## config.mk

```make
export PLATFORM = sky130hd
export DESIGN_NAME = quad_daq_flat
export DESIGN_NICKNAME = d
export VERILOG_FILES = /design/src/rtl/quad_daq_if.sv /design/src/rtl/quad_daq.sv /design/src/flat_wrapper.sv
export SDC_FILE = /design/constraint.sdc
export NUM_CORES = 1
export LEC_CHECK = 0
export CORE_MARGIN = 4
export CORE_UTILIZATION = 35
export CTS_BUF_LIST = sky130_fd_sc_hd__clkbuf_8
export DETAILED_ROUTE_END_ITERATION = 12
export PLACE_DENSITY = 0.55
export SLEW_MARGIN = 20
export SYNTH_ARGS = -nofsm -noshare
export SYNTH_HDL_FRONTEND = slang
export SYNTH_SLANG_ARGS = --single-unit
```

## constraint.sdc

```tcl
create_clock -name clk -period 4.26 [get_ports clk]
set_input_delay 0.426 -clock clk [delete_from_list [all_inputs] [get_ports clk]]
set_output_delay 0.426 -clock clk [all_outputs]
set_load 0.1 [all_outputs]
```

## src/rtl/quad_daq_if.sv

```systemverilog
// DAQ req/grant stream bundle between an acquisition source and the arbiter.
// master: source side (drives data/valid/end/req); slave: arbiter side (drives grant).
interface quad_daq_if;
    logic [31:0] daq_data;
    logic        daq_valid;
    logic        daq_end;
    logic        daq_req;
    logic        daq_grant;

    modport master (
        output daq_data,
        output daq_valid,
        output daq_end,
        output daq_req,
        input  daq_grant
    );

    modport slave (
        input  daq_data,
        input  daq_valid,
        input  daq_end,
        input  daq_req,
        output daq_grant
    );
endinterface

```

## src/rtl/quad_daq.sv

```systemverilog
// Quadrature encoder acquisition source: 4x decode into a 32-bit position,
// periodic snapshot of {pos, systime}, 3-word packet out on the DAQ stream.
// Ports: clk, rst_n (async, active-low), systime, enc_a/enc_b (raw pins),
//        enable, period (0 = no sampling), zero (clear pulse), daq (master).
module quad_daq #(
    parameter logic [7:0] DAQ_ID      = 8'h10,
    parameter int         PERIOD_BITS = 24
) (
    input  logic                   clk,
    input  logic                   rst_n,
    input  logic [31:0]            systime,
    input  logic                   enc_a,
    input  logic                   enc_b,
    input  logic                   enable,
    input  logic [PERIOD_BITS-1:0] period,
    input  logic                   zero,
    quad_daq_if.master             daq
);

    localparam logic [PERIOD_BITS-1:0] ONE = 1;

    typedef enum logic [2:0] {IDLE, REQ, W0, W1, W2} state_t;

    state_t                 state;
    logic                   a_s1, a_s2, b_s1, b_s2;
    logic [1:0]             ab_prev;
    logic [1:0]             ab_cur;
    logic                   step_fwd, step_rev, step_bad;
    logic [31:0]            pos;
    logic                   err;
    logic [7:0]             drops;
    logic                   pending;
    logic [31:0]            snap_pos, snap_time;
    logic [PERIOD_BITS-1:0] timer;
    logic                   run, tick, drop_ev, emit_w0;

    assign ab_cur = {a_s2, b_s2};

    // Gray sequence 00->01->11->10->00 is forward
    always_comb begin
        step_fwd = 1'b0;
        step_rev = 1'b0;
        unique case ({ab_prev, ab_cur})
            4'b0001, 4'b0111, 4'b1110, 4'b1000: step_fwd = 1'b1;
            4'b0100, 4'b1101, 4'b1011, 4'b0010: step_rev = 1'b1;
            default: ;
        endcase
    end

    assign step_bad = (ab_prev ^ ab_cur) == 2'b11;

    assign run     = enable && (period != '0);
    assign tick    = run && (timer == '0);
    assign drop_ev = tick && pending;
    assign emit_w0 = (state == REQ) && daq.daq_grant;

    always_ff @(posedge clk or negedge rst_n) begin
        if (!rst_n) begin
            a_s1    <= 1'b0;
            a_s2    <= 1'b0;
            b_s1    <= 1'b0;
            b_s2    <= 1'b0;
            ab_prev <= 2'b00;
            pos     <= '0;
        end else begin
            a_s1    <= enc_a;
            a_s2    <= a_s1;
            b_s1    <= enc_b;
            b_s2    <= b_s1;
            ab_prev <= ab_cur;
            if (zero)          pos <= '0;
            else if (step_fwd) pos <= pos + 32'd1;
            else if (step_rev) pos <= pos - 32'd1;
        end
    end

    always_ff @(posedge clk or negedge rst_n) begin
        if (!rst_n) begin
            timer <= '0;
        end else if (!run || timer == '0) begin
            timer <= period - ONE;
        end else begin
            timer <= timer - ONE;
        end
    end

    // Status is handed to W0 at the grant edge; events on that edge
    // start the next packet's tally.
    always_ff @(posedge clk or negedge rst_n) begin
        if (!rst_n) begin
            err   <= 1'b0;
            drops <= '0;
        end else if (emit_w0) begin
            err   <= step_bad;
            drops <= {7'd0, drop_ev};
        end else begin
            if (step_bad)                     err   <= 1'b1;
            if (drop_ev && drops != 8'hFF)    drops <= drops + 8'd1;
        end
    end

    always_ff @(posedge clk or negedge rst_n) begin
        if (!rst_n) begin
            pending   <= 1'b0;
            snap_pos  <= '0;
            snap_time <= '0;
        end else if (tick && !pending) begin
            pending   <= 1'b1;
            snap_pos  <= pos;
            snap_time <= systime;
        end else if (state == W2) begin
            pending   <= 1'b0;
        end
    end

    always_ff @(posedge clk or negedge rst_n) begin
        if (!rst_n) begin
            state         <= IDLE;
            daq.daq_data  <= '0;
            daq.daq_valid <= 1'b0;
            daq.daq_end   <= 1'b0;
            daq.daq_req   <= 1'b0;
        end else begin
            unique case (state)
                IDLE: begin
                    if (pending) begin
                        state       <= REQ;
                        daq.daq_req <= 1'b1;
                    end
                end
                REQ: begin
                    if (daq.daq_grant) begin
                        state         <= W0;
                        daq.daq_valid <= 1'b1;
                        daq.daq_data  <= {DAQ_ID, drops, 15'd0, err};
                    end
                end
                W0: begin
                    state        <= W1;
                    daq.daq_data <= snap_time;
                end
                W1: begin
                    state        <= W2;
                    daq.daq_data <= snap_pos;
                    daq.daq_end  <= 1'b1;
                end
                W2: begin
                    state         <= IDLE;
                    daq.daq_data  <= '0;
                    daq.daq_valid <= 1'b0;
                    daq.daq_end   <= 1'b0;
                    daq.daq_req   <= 1'b0;
                end
                default: state <= IDLE;
            endcase
        end
    end

endmodule

```

## src/flat_wrapper.sv

```systemverilog
// flat-port wrapper written by rule: the top's interface ports become plain ports
module quad_daq_flat 
#(
    parameter logic [7:0] DAQ_ID      = 8'h10,
    parameter int         PERIOD_BITS = 24
)
  (clk, rst_n, systime, enc_a, enc_b, enable, period, zero, daq_daq_data, daq_daq_valid, daq_daq_end, daq_daq_req, daq_daq_grant);
  quad_daq_if daq_i ();
  input  logic clk;
  input  logic rst_n;
  input  logic [31:0] systime;
  input  logic enc_a;
  input  logic enc_b;
  input  logic enable;
  input  logic [PERIOD_BITS-1:0] period;
  input  logic zero;
  output wire logic [$bits(daq_i.daq_data)-1:0] daq_daq_data;
  output wire logic [$bits(daq_i.daq_valid)-1:0] daq_daq_valid;
  output wire logic [$bits(daq_i.daq_end)-1:0] daq_daq_end;
  output wire logic [$bits(daq_i.daq_req)-1:0] daq_daq_req;
  input wire logic [$bits(daq_i.daq_grant)-1:0] daq_daq_grant;
  assign daq_daq_data = daq_i.daq_data;
  assign daq_daq_valid = daq_i.daq_valid;
  assign daq_daq_end = daq_i.daq_end;
  assign daq_daq_req = daq_i.daq_req;
  assign daq_i.daq_grant = daq_daq_grant;
  quad_daq #(.DAQ_ID(DAQ_ID), .PERIOD_BITS(PERIOD_BITS)) u_core (.clk(clk), .rst_n(rst_n), .systime(systime), .enc_a(enc_a), .enc_b(enc_b), .enable(enable), .period(period), .zero(zero), .daq(daq_i));
endmodule
```

* After elaboration in Yosys (flattened, before gate mapping)
Cells that the tools add are included.
Cells by class: add/subtract/negate cells 5, multipliers 0, div/mod/pow operators 0, magnitude comparators 0, equal/unequal tests 16, shift-type cells 0, muxes and demuxes 22, bitwise logic cells 1, reduce and logical (&&, ||, !) cells 26
Operator list (count):
- $mux 32 | 4
- $pmux 32 s4 | 1
- $sub 24x1->24 const B | 2
- $add 32x1->32 const B | 1
- $sub 32x1->32 const B | 1
- $logic_not 24->1 | 1
- $mux 24 | 1
- $reduce_bool 24->1 | 1
- $eq 4x4->1 const B | 4
- $mux 8 | 2
- $pmux 3 s4 | 1
- $reduce_bool 2->1 | 6
- $add 8x1->8 const B | 1
- $eq 4x3->1 const B | 2
- $mux 1 | 8
- $ne 8x8->1 const B | 1
- $reduce_and 2->1 | 4
- $reduce_or 4->1 | 2
- $eq 3x2->1 const B | 2
- $logic_and 1x1->1 | 6
- $mux 3 | 2
- $pmux 1 s2 | 3
- $eq 4x1->1 const B | 1
- $eq 4x2->1 const B | 1
- 11 further kinds | 12
Storage, ports and cells: flip-flop bits (word level) 174, latch bits 0, memory bits (writable) 0, bits in read-only memories 0, input port bits 63, output and inout bits 35, logic and storage cells 87, memories kept 0

* Longest topological paths before layout
Gate-level depths: netlist (run 1).
depth in word-level cells 7, gate-level depth with buffers 13, gate-level depth less buffers 13

* Least setup slack after synthesis (run 1)
OpenSTA, ideal clock, no wires.
kind input to register, start in period[2], end reg u_core.timer[22], data arrival time 3.528 ns, setup slack 0.652 ns, cell stages on the path 13, buffers on the path 3, path through or3_4 > nor4_4 > nand3_2 > nor3b_4 > buf_6 > clkbuf_1 > clkbuf_1 > mux2i_1 > ha_1 > o21ai_1 > or4_4 > nor2_1 > xnor2_1
Between the ends: word-level cells in the longest chain between the ends 5, elaborated cells between the ends (all ways) 6
Ends and longest elaborated chain:
- start, declared | RTL line flat_wrapper.sv:15 | input logic [PERIOD_BITS-1:0] period;
- branches (longest 4 deep; another with $sub 24x1->24)
- $mux 24 (*) | RTL line quad_daq.sv:80 | end else if (!run || timer == '0) begin
- end signal, assigned | RTL line quad_daq.sv:81 | timer <= period - ONE;
- end signal, assigned | RTL line quad_daq.sv:83 | timer <= timer - ONE;
- end, declared | RTL line quad_daq.sv:34 | logic [PERIOD_BITS-1:0] timer;
Mark *: on every way between the ends. A chain may end at the register's enable or synchronous reset.

* Final worst setup path (run 1)
start reg u_core.b_s2, end reg u_core.pos[20]
Between the ends: word-level cells in the longest chain between the ends 5, elaborated cells between the ends (all ways) 15
Ends and longest elaborated chain:
- start, declared | RTL line quad_daq.sv:25 | logic a_s1, a_s2, b_s1, b_s2;
- start signal, assigned | RTL line quad_daq.sv:69 | b_s2 <= b_s1;
- $eq 4x1->1, or another cell as far along | RTL line quad_daq.sv:43 | unique case ({ab_prev, ab_cur})
- $reduce_or 4->1 | RTL line quad_daq.sv:43
- $mux 1 | RTL line quad_daq.sv:43
- $mux 32 | RTL line quad_daq.sv:72 | else if (step_fwd) pos <= pos + 32'd1;
- $mux 32 | RTL line quad_daq.sv:71 | if (zero) pos <= '0;
- end signal, assigned | RTL line quad_daq.sv:72
- end signal, assigned | RTL line quad_daq.sv:73 | else if (step_rev) pos <= pos - 32'd1;
- end, declared | RTL line quad_daq.sv:29 | logic [31:0] pos;
Parallel ways exist; a longest one is shown, timed or not.

==> flow_summary_export.csv, run 1 <==
group,metric,value,unit
synthesis,yosys_warnings,0,
detailed_routing,antenna_left,0,
detailed_routing,drt-total-wl,22000,µm
die,fp.coreArea,0.0255,mm²
worst_setup_path,crit_fanout,12,
job,drv_cap,0,
power,switchingPower,2.71,mW
synthesis,avgSynthCellArea,10.3,µm²
clock_network,ctsHoldBuffers,0,
global_route,gr-usage-met2,0.246,
clock_network,path_clk_slew,110,ps
finish,fillers,2463,
finish,utilization,0.431,
timing,finalCriticalPeriod,3830,ps
synthesis,synth_fp_nets,983,
worst_setup_path,max_stage_delay,430,ps
global_route,grt.met3_usage,0.0314,
clock_network,htree_levels,4,
timing,worstMarginPinSlew,992,ps
global_route,grtUsageMet1,0.221,
synthesis,synthCells,887,
power,power.internal,3.41,mW
clock_network,cts_buffers,17,
worst_setup_path,cp_data_arrival_time,4200,ps
die,io_pins,98,
detailed_routing,initialDrtViolationCount,604,
die,die_x,170,µm
clock_network,clockBufferDepth,2,
power,power_leakage,5.04,nW
clock_network,cts_tree,"done",
finish,drive_gt1_frac,0.136,
finish,num_antenna_cells,0,
timing,slew_viol_final,0,
clock_network,root_buffer,"clkbuf_8",
timing,tns,0,ps
place,place_hpwl,15800,µm
power,comb_power_share,0.470,
die,start_util,0.360,
place,io_buffers,97,
global_route,antenna_found_initial,0,
detailed_routing,num_vias,6966,
power,p_per_area,558,mW/mm²
detailed_routing,first_pass_iters,8,
global_route,grt_pass1_vias,7015,
outcome,status,"completed",
power,p_clk_frac,0.190,
global_route,grt_pass1_wl,36900,µm
global_route,gr-total-overflow,0,
synthesis,synth_area,0.00917,mm²
die,die_y,170,µm
hold_path,min_path_type,"input pin to async pin",
clock_network,cts_resized,0,
synthesis,post_synth_num_cell_types,67,
synthesis,async_flop_share,1.00,
detailed_routing,wl_per_cell,16.6,µm
clock_network,cts_sinks,174,
synthesis,ys_seq_elements,174,
synthesis,ys_seq_area_frac,0.475,
global_route,grt-busiest-layer,"met2",
timing,finalSetupViolCount,0,
die,fp-row-count,58,
timing,fin_skew,16.3,ps
power,pwr-share-seq,0.341,
die,die_area,0.0288,mm²
worst_setup_path,cp.required,4630,ps
power,peakVddDrop,0.000446,V
synthesis,synth-edff-count,0,
finish,area_delta_synth_final,19.7,%
worst_setup_path,worst_setup_path_end_kind,"register",
timing,timing.slew.headroom,0.336,
power,power_switching_share,0.443,
worst_setup_path,slowest_stage,"dfrtp_1",
timing,max_freq,0.261,GHz
timing,hold_violations,0,
finish,layout.nets,1078,
timing,fin_crit_sh,0.900,
global_route,track_usage,0.156,
worst_setup_path,start_kind,"register",
clock_network,postCtsSetupRepairBufs,0,
worst_setup_path,path_class,"register to register",
global_route,grt_max_degree,94,
synthesis,synth-main-ff-cell,"dfrtp_1",
detailed_routing,drc,0,
worst_setup_path,crit_chain,"xor2_1, nand2_1, buf_4, inv_1, fa_1, nor2b_1, o2111ai_1, and3_1, o211ai_1, a41o_1, and2_1, nor3_1, or3_1, a311oi_1",
timing,rsz0062_at_grt,"false",
clock_network,clock_latency,470,ps
detailed_routing,vias_per_cell,5.26,
place,gp_congestion,0.867,
==> per-layer routing <==
| metal | wire (µm) | up-vias |
|---|---|---|
| met5 | 0 | - |
| met4 | 265 | 0 |
| met3 | 829 | 15 |
| met2 | 10100 | 129 |
| met1 | 10900 | 3398 |
| li1 | - | 3424 |
==> area by class of cell <==
| class | instances | area (µm²) | area share |
|---|---|---|---|
| sequential | 174 | 4350 | 0.397 |
| clock inverter | 14 | 146 | 0.0133 |
| timing repair buffer | 112 | 1100 | 0.100 |
| multi-input combinational | 642 | 4580 | 0.417 |
| clock buffer | 18 | 248 | 0.0226 |
| inverter | 35 | 131 | 0.0120 |
| tap | 330 | 413 | 0.0376 |
==> synth_stat cells (3+ instances only) <==
master	n	area (µm²)
dfrtp_1	174	4350
nand2_1	79	297
nor2_1	78	293
mux2_2	65	732
a21oi_1	54	270
o21ai_0	40	200
xnor2_1	39	342
inv_1	34	128
clkbuf_1	33	124
ha_1	32	400
mux2i_1	26	260
a222oi_1	22	220
nand3_1	19	95.1
xor2_1	19	166
a21o_1	18	135
nor3_1	14	70.1
a211oi_1	12	90.1
or3_1	12	75.1
a22oi_1	9	67.6
nand4_1	9	56.3
nor4_1	8	50.1
and3_1	7	43.8
o21a_1	7	52.6
o31ai_1	6	45.0
a31oi_1	5	31.3
and2_1	5	31.3
nor2b_1	4	25.0
o21bai_1	4	30.0
a31o_2	3	26.3
o21ai_1	3	15.0
o31a_1	3	26.3
or2_2	3	18.8
==> logic make-up (layout without fill, tap and decap cells) <==
logic type,after synthesis,in the layout,share of synthesized area
simple gates,255,255,0.134
compound gates,205,205,0.151
flops,174,174,0.475
fa+ha+maj,33,33,0.0459
xor+xnor,58,58,0.0554
buf+inv,71,179,0.0300
mux,91,91,0.108
==> worst paths after layout <==
| kind | start | cells past startpoint | slack, ps | endpoint |
|---|---|---|---|---|
| setup / recovery | u_core.b_s2$_DFF_PN0_ | 14 | 430 | u_core.pos[20]$_DFFE_PN0P_ |
| hold / removal | rst_n | 1 | 20 | u_core.timer[5]$_DFF_PN0_ |
| setup reg to reg | u_core.b_s2$_DFF_PN0_ | 14 | 430 | u_core.pos[20]$_DFFE_PN0P_ |
| hold reg to reg | u_core.a_s1$_DFF_PN0_ | 0 | 370 | u_core.a_s2$_DFF_PN0_ |
| max in group asynchronous | rst_n | 2 | 3350 | u_core.snap_pos[11]$_DFFE_PN0P_ |
| min in group clk | u_core.a_s1$_DFF_PN0_ | 0 | 370 | u_core.a_s2$_DFF_PN0_ |
==> metrics by stage <==
step	setup WS [ps]	instance area, µm²	power, mW	cells	hold WS [ps]
after global routing	233	11000	6.58	1325	61.4
after detailed placement	527	10600	4.98	1293	342
after floorplan	652	9170	4.22	887	130
final	427	11000	6.12	1325	18.2
after global placement	501	10600	4.98	1293	361
after CTS	469	11000	6.17	1325	64.4
==> flip-flops by register name, summed over array words and instances (netlist names) <==
name	flops
u_core.pending	1
u_core.a_s1	1
u_core.b_s2	1
u_core.daq.daq_data	32
u_core.snap_pos	32
u_core.drops	8
u_core.a_s2	1
u_core.daq.daq_valid	1
u_core.ab_prev	2
u_core.snap_time	32
u_core.timer	24
u_core.daq.daq_req	1
u_core.daq.daq_end	1
u_core.b_s1	1
u_core.state	3
u_core.pos	32
u_core.err	1
==> layout by cell type, fill, tap and decap left out, drive strengths merged, types with 4 or more instances in the layout <==
cell and instances:
a211oi 12, nor4 10, a31oi 5, and3 7
clkbuf 18, inv 42, o21a 7, mux2i 26
o21ai 43, mux2 65, buf 16, nor3 15
o31ai 6, a21oi 55, a22oi 9, xnor2 39
nand2 79, xor2 19, dfrtp 174, o21bai 4
a21o 18, clkdlybuf4s50 96, a222oi 22, nand3 20
nor2 79, clkinv 6, and2 5, nor2b 4
nand4 9, ha 32, or3 14
==> critical path, delay by kind of cell (launching register included) <==
kind,cells,cell delay [ps]
DFF,1,430
and+or+nand+nor,6,1420
AOI/OAI and AO/OA,4,1010
adders and majority gates,1,390
buffers and inverters,2,310
xor gates and xnor gates,1,170
==> power by group through the flow <==
stage | sequential, mW | clock [mW] | combinational [mW]
6_report | 2.08 | 1.16 | 2.87
5_1_grt | 2.12 | 1.28 | 3.18
4_1_cts | 2.09 | 1.20 | 2.88
3_5_place_dp | 2.12 | 0 | 2.86
3_3_place_gp | 2.12 | 0 | 2.86
2_1_floorplan | 2.44 | 0 | 1.78
(Power assumes the default switching activity.)
==> run 2, diff against run 1 <==
--- a/config.mk
+++ b/config.mk
@@ -5,9 +5,11 @@
 export SDC_FILE = /design/constraint.sdc
 export NUM_CORES = 1
 export LEC_CHECK = 0
+export CORE_ASPECT_RATIO = 1.5
 export CORE_MARGIN = 4
 export CORE_UTILIZATION = 35
 export CTS_BUF_LIST = sky130_fd_sc_hd__clkbuf_8
+export CTS_CLUSTER_SIZE = 25
 export DETAILED_ROUTE_END_ITERATION = 12
 export PLACE_DENSITY = 0.55
 export SLEW_MARGIN = 20
==> constraint.sdc (replaced) <==
create_clock -name clk -period 3.7 [get_ports clk]
set_input_delay 0.37 -clock clk [delete_from_list [all_inputs] [get_ports clk]]
set_output_delay 0.37 -clock clk [all_outputs]
set_load 0.1 [all_outputs]
==> run 2 against run 1 <==
Against the previous run: final area is 1.5% higher; sequential power rose by 15%; register-to-register slack got worse by 130 ps; first-iteration DRC count fell by 36%; die area increased by 0.19%; clock skew is 2.2 ps lower; largest power group unchanged; highest routed layer unchanged.
==> flow_summary_export.csv, run 2 (synthesized netlist as in run 1, its figures left out) <==
group,metric,value,unit
timing,finalCriticalPeriod,3410,ps
die,die_y,206,µm
finish,multi_input_area,0.00459,mm²
clock_network,htree_levels,4,
power,switchingPower,3.05,mW
power,pwr-share-seq,0.330,
detailed_routing,antenna_left,0,
place,place_hpwl,16600,µm
power,power_switching_share,0.419,
timing,hold_violations,0,
clock_network,clock_latency,460,ps
clock_network,cts_tree,"done",
power,power_leakage,5.14,nW
worst_setup_path,start_kind,"register",
timing,fin_skew,14.2,ps
worst_setup_path,r2r-start,"u_core.b_s2$_DFF_PN0_",
job,drv_cap,0,
die,fp.coreArea,0.0258,mm²
finish,final_common_cell,"dfrtp_1",
worst_setup_path,rr_endpoint,"u_core.pos[30]$_DFFE_PN0P_",
finish,seqCellArea,0.00435,mm²
hold_path,timing.hold.worst.start,"enc_b",
hold_path,min_path_type,"input pin to register",
detailed_routing,wl_per_cell,16.9,µm
timing,timing.slew.headroom,0.307,
clock_network,root_buffer,"clkbuf_8",
hold_path,min_to,"u_core.b_s1$_DFF_PN0_",
clock_network,postCtsSetupRepairBufs,0,
power,power.internal,4.22,mW
global_route,grt_max_degree,90,
worst_setup_path,slowest_stage,"dfrtp_1",
timing,whs,352,ps
detailed_routing,first_pass_iters,7,
worst_setup_path,path_class,"register to register",
worst_setup_path,worst_setup_path_end_kind,"register",
power,peakVddDrop,0.000315,V
timing,rsz0062_at_grt,"false",
clock_network,path_clk_slew,90,ps
worst_setup_path,crit_chain,"xor2_1, nand2_2, buf_4, buf_4, ha_1, a21o_1, a21o_1, a21oi_1, o21ai_0, a221o_1, a31oi_1, o21ai_0, o311ai_0",
power,p_clk_frac,0.206,
hold_path,whs_path_depth,1,
detailed_routing,drt-total-wl,22700,µm
timing,tns,0,ps
detailed_routing,vias_per_cell,5.28,
finish,layout.nets,1090,
worst_setup_path,crit_fanout,11,
worst_setup_path,cp_data_arrival_time,3750,ps
timing,max_freq,0.294,GHz
global_route,gr-total-overflow,0,
timing,fin_ws,294,ps
timing,slew_viol_final,0,
finish,layout_common_cells,"dfrtp_1, clkdlybuf4s50_1, nand2_1",
clock_network,clockBufferDepth,2,
power,comb_power_share,0.464,
die,start_util,0.356,
place,gp_congestion,0.905,
worst_setup_path,cp.required,4040,ps
die,die_x,140,µm
finish,fillers,2556,
place,pre_cts_ws,229,ps
finish,drive_gt1_frac,0.144,
timing,finalSetupViolCount,0,
finish,num_antenna_cells,0,
finish,area_delta_synth_final,21.4,%
global_route,track_usage,0.160,
worst_setup_path,max_stage_delay,420,ps
outcome,status,"completed",
place,io_buffers,97,
clock_network,cts_sinks,174,
worst_setup_path,ff2ff_path_depth,13,
die,fp-row-count,72,
detailed_routing,num_vias,7077,
detailed_routing,initialDrtViolationCount,387,
die,die_area,0.0289,mm²
global_route,grt_pass1_vias,7332,
timing,worstMarginPinSlew,1040,ps
clock_network,cts_buffers,17,
detailed_routing,drc,0,
die,io_pins,98,
timing,fin_crit_sh,0.921,
global_route,grt_pass1_wl,37900,µm
worst_setup_path,r2r_slack,290,ps
global_route,antenna_found_initial,0,
power,p_per_area,653,mW/mm²
## run 2: through the flow
step	utilization	power (mW)	area [µm²]	instances
floorplan	-	4.86	9170	887
global placement	0.414	5.82	10700	1307
detailed placement	0.414	5.82	10700	1307
CTS	0.432	7.36	11100	1340
global route	0.432	7.81	11100	1340
finish	0.432	7.27	11100	1340
## run 2: final cells by class
cell class | instances | share of cell area
well taps | 333 | 0.0374
repair buffers | 124 | 0.107
inverters | 35 | 0.0118
clock buffers | 19 | 0.0235
flip-flops and latches | 174 | 0.391
multi-input cells | 642 | 0.412
clock inverters | 13 | 0.0166
## run 2: routing by layer
metal  up-vias  share of wire  GRT usage
met4         0          0.020     0.0551
met3        29          0.021     0.0238
met2        95           0.53      0.289
li1       3432              -          -
met1      3521           0.43      0.195
met5         -              0          0
## run 2: worst max path at each step
stage,cells after the start,startpoint,slack [ps],to
after floorplan,13,period[2],150,u_core.timer[22]$_DFF_PN0_
after global placement,12,period[15],280,u_core.timer[22]$_DFF_PN0_
after detailed placement,11,period[5],230,u_core.timer[23]$_DFF_PN0_
after CTS,14,u_core.b_s2$_DFF_PN0_,210,u_core.pos[20]$_DFFE_PN0P_
after global routing,14,u_core.b_s2$_DFF_PN0_,10,u_core.pos[20]$_DFFE_PN0P_
final,13,u_core.b_s2$_DFF_PN0_,290,u_core.pos[30]$_DFFE_PN0P_
## run 2: what timing repair did
item                                   CTS  global route
hold buffers                             1             0
endpoints found under the hold margin   10             0
setup endpoints to repair                0             3
resized for setup                        0             2
## run 2: critical path: cells and delay by family, from the launching register on
family                     cells  cell delay [ps]
DFF                            1              420
xor gates and xnor gates       1              220
buffers and inverters          2              390
and+or+nand+nor                1              150
adders and majority gates      1              360
AOI/OAI and AO/OA              8             1760
## run 2: power groups by stage
stage,Sequential (mW),Combinational (mW),Clock [mW]
CTS,2.41,3.40,1.56
floorplan,2.81,2.05,0
global placement,2.45,3.38,0
global route,2.44,3.74,1.63
finish,2.40,3.37,1.50
detailed placement,2.45,3.37,0
==> run 3, diff against run 2 <==
--- a/config.mk
+++ b/config.mk
@@ -11,7 +11,6 @@
 export CTS_BUF_LIST = sky130_fd_sc_hd__clkbuf_8
 export CTS_CLUSTER_SIZE = 25
 export DETAILED_ROUTE_END_ITERATION = 12
-export PLACE_DENSITY = 0.55
 export SLEW_MARGIN = 20
 export SYNTH_ARGS = -nofsm -noshare
 export SYNTH_HDL_FRONTEND = slang
==> run 3 against run 2 <==
Against the previous run: register-to-register slack gained 50 ps; largest power group unchanged; sequential cell count is the same; die area is the same; combinational power grew 1%; maximum frequency grew 1.6%; worst hold slack gained 6.2 ps.
==> flow_summary_export.csv, run 3 (synthesized netlist as in run 1, its figures left out) <==
group,metric,value,unit
detailed_routing,m1WireLength,9370,µm
clock_network,cts_sinks,174,
finish,final_common_cell,"dfrtp_1",
worst_setup_path,ff2ff_path_depth,14,
finish,area_delta_synth_final,21.3,%
die,die_x,140,µm
hold_path,timing.hold.worst.start,"u_core.a_s1$_DFF_PN0_",
timing,slew_viol_final,0,
finish,layout.nets,1090,
place,placed_area,0.0107,mm²
die,die_area,0.0289,mm²
worst_setup_path,worst_setup_path_end_kind,"register",
detailed_routing,initialDrtViolationCount,492,
finish,fillers,2512,
worst_setup_path,start_kind,"register",
clock_network,cts_buffers,17,
timing,fin_skew,25.1,ps
power,totalPowerFinal,7.26,mW
die,fp.coreArea,0.0258,mm²
hold_path,min_path_type,"register to register",
detailed_routing,dr.max_layer_used,"met4",
power,power_leakage,5.13,nW
worst_setup_path,crit_fanout,18,
worst_setup_path,cp_data_arrival_time,3710,ps
timing,worstMarginPinSlew,1020,ps
global_route,grt_max_degree,85,
place,io_buffers,97,
worst_setup_path,path_class,"register to register",
detailed_routing,wl_met3,626,µm
detailed_routing,wl_per_cell,16.9,µm
worst_setup_path,cp.required,4050,ps
finish,drive_gt1_frac,0.144,
die,start_util,0.356,
timing,whs,358,ps
worst_setup_path,rr_endpoint,"u_core.pos[20]$_DFFE_PN0P_",
place,dp_cells,1307,
finish,layout_common_cells,"dfrtp_1, clkdlybuf4s50_1, nand2_1",
outcome,status,"completed",
detailed_routing,first_pass_iters,5,
detailed_routing,wl_met2,12200,µm
detailed_routing,drt-total-wl,22700,µm
detailed_routing,antenna_left,0,
power,comb_power_share,0.470,
global_route,gr-total-overflow,0,
detailed_routing,num_vias,7108,
timing,timing.slew.headroom,0.316,
timing,rsz0062_at_grt,"false",
power,p_per_area,653,mW/mm²
die,fp-row-count,72,
detailed_routing,drc,0,
power,p_clk_frac,0.199,
job,drv_cap,0,
power,switchingPower,3.06,mW
global_route,track_usage,0.158,
finish,fin_area,0.0111,mm²
clock_network,htree_levels,4,
power,peakVddDrop,0.000450,V
die,io_pins,98,
timing,fin_crit_sh,0.906,
die,die_y,206,µm
hold_path,whs_path_depth,0,
power,pwr-share-seq,0.331,
worst_setup_path,r2r_slack,350,ps
hold_path,min_to,"u_core.a_s2$_DFF_PN0_",
global_route,antenna_found_initial,0,
worst_setup_path,r2r-start,"u_core.b_s2$_DFF_PN0_",
clock_network,clock_latency,470,ps
global_route,grt_pass1_vias,7186,
detailed_routing,vias_per_cell,5.30,
power,power.internal,4.20,mW
global_route,grt_pass1_wl,37100,µm
clock_network,clockBufferDepth,2,
timing,finalSetupViolCount,0,
timing,hold_violations,0,
finish,stdcell_count,1340,
timing,max_freq,0.298,GHz
clock_network,cts_tree,"done",
place,place_hpwl,16200,µm
power,power_switching_share,0.422,
place,gp_congestion,0.897,
clock_network,path_clk_slew,90,ps
clock_network,root_buffer,"clkbuf_8",
timing,tns,0,ps
timing,finalCriticalPeriod,3350,ps
## run 3: through the flow
stage / util / setup WS (ps)
2_1_floorplan: - / 148
3_3_place_gp: 0.414 / 358
3_5_place_dp: 0.414 / 299
4_1_cts: 0.431 / 329
5_1_grt: 0.432 / 27.7
6_report: 0.432 / 347
## run 3: final cells by class
| class | count | area, µm² | share of cell area |
|---|---|---|---|
| Antenna cell | 1 | 2.50 | 0.000225 |
| Inverter | 35 | 131 | 0.0118 |
| Clock inverter | 11 | 155 | 0.0140 |
| Sequential cell | 174 | 4350 | 0.392 |
| Timing Repair Buffer | 124 | 1200 | 0.108 |
| Multi-Input combinational cell | 642 | 4580 | 0.412 |
| Clock buffer | 20 | 275 | 0.0248 |
| Tap cell | 333 | 417 | 0.0375 |
## run 3: critical path: stages (launching register included)
cell and delay [ps]:
dfrtp_1 420, xor2_1 170, nand2_1 120, buf_12 170, inv_1 60, fa_1 390, nor2b_1 170, o2111ai_1 140
and3_1 230, o211ai_1 220, a41o_1 340, and2_1 200, nor3_1 60, or3_1 310, a311oi_1 250
## run 3: what timing repair did
action                     in CTS  in global routing
hold endpoints to repair       14                  0
setup buffers                   0                  0
setup endpoints to repair       0                  1
gates resized for setup         0                  1
hold buffers                    1                  0
## run 3: worst max-delay path by stage
stage | startpoint | to | depth (start not counted)
3_5_place_dp | period[3] | u_core.timer[22]$_DFF_PN0_ | 11
6_report | u_core.b_s2$_DFF_PN0_ | u_core.pos[20]$_DFFE_PN0P_ | 14
4_1_cts | u_core.b_s2$_DFF_PN0_ | u_core.pos[30]$_DFFE_PN0P_ | 12
3_3_place_gp | period[5] | u_core.timer[22]$_DFF_PN0_ | 11
5_1_grt | u_core.b_s2$_DFF_PN0_ | u_core.pos[20]$_DFFE_PN0P_ | 14
2_1_floorplan | period[2] | u_core.timer[22]$_DFF_PN0_ | 13
## run 3: routing by layer
metal,track usage,up-vias
met3,0.0234,30
li1,-,3429
met4,0.0523,0
met5,0,-
met1,0.189,3518
met2,0.291,131
## run 3: power by group through the flow
stage | Combinational (mW) | Clock [mW] | Sequential [mW]
6_report | 3.42 | 1.44 | 2.41
5_1_grt | 3.76 | 1.57 | 2.44
4_1_cts | 3.41 | 1.49 | 2.41
3_5_place_dp | 3.39 | 0 | 2.45
3_3_place_gp | 3.37 | 0 | 2.44
2_1_floorplan | 2.05 | 0 | 2.81
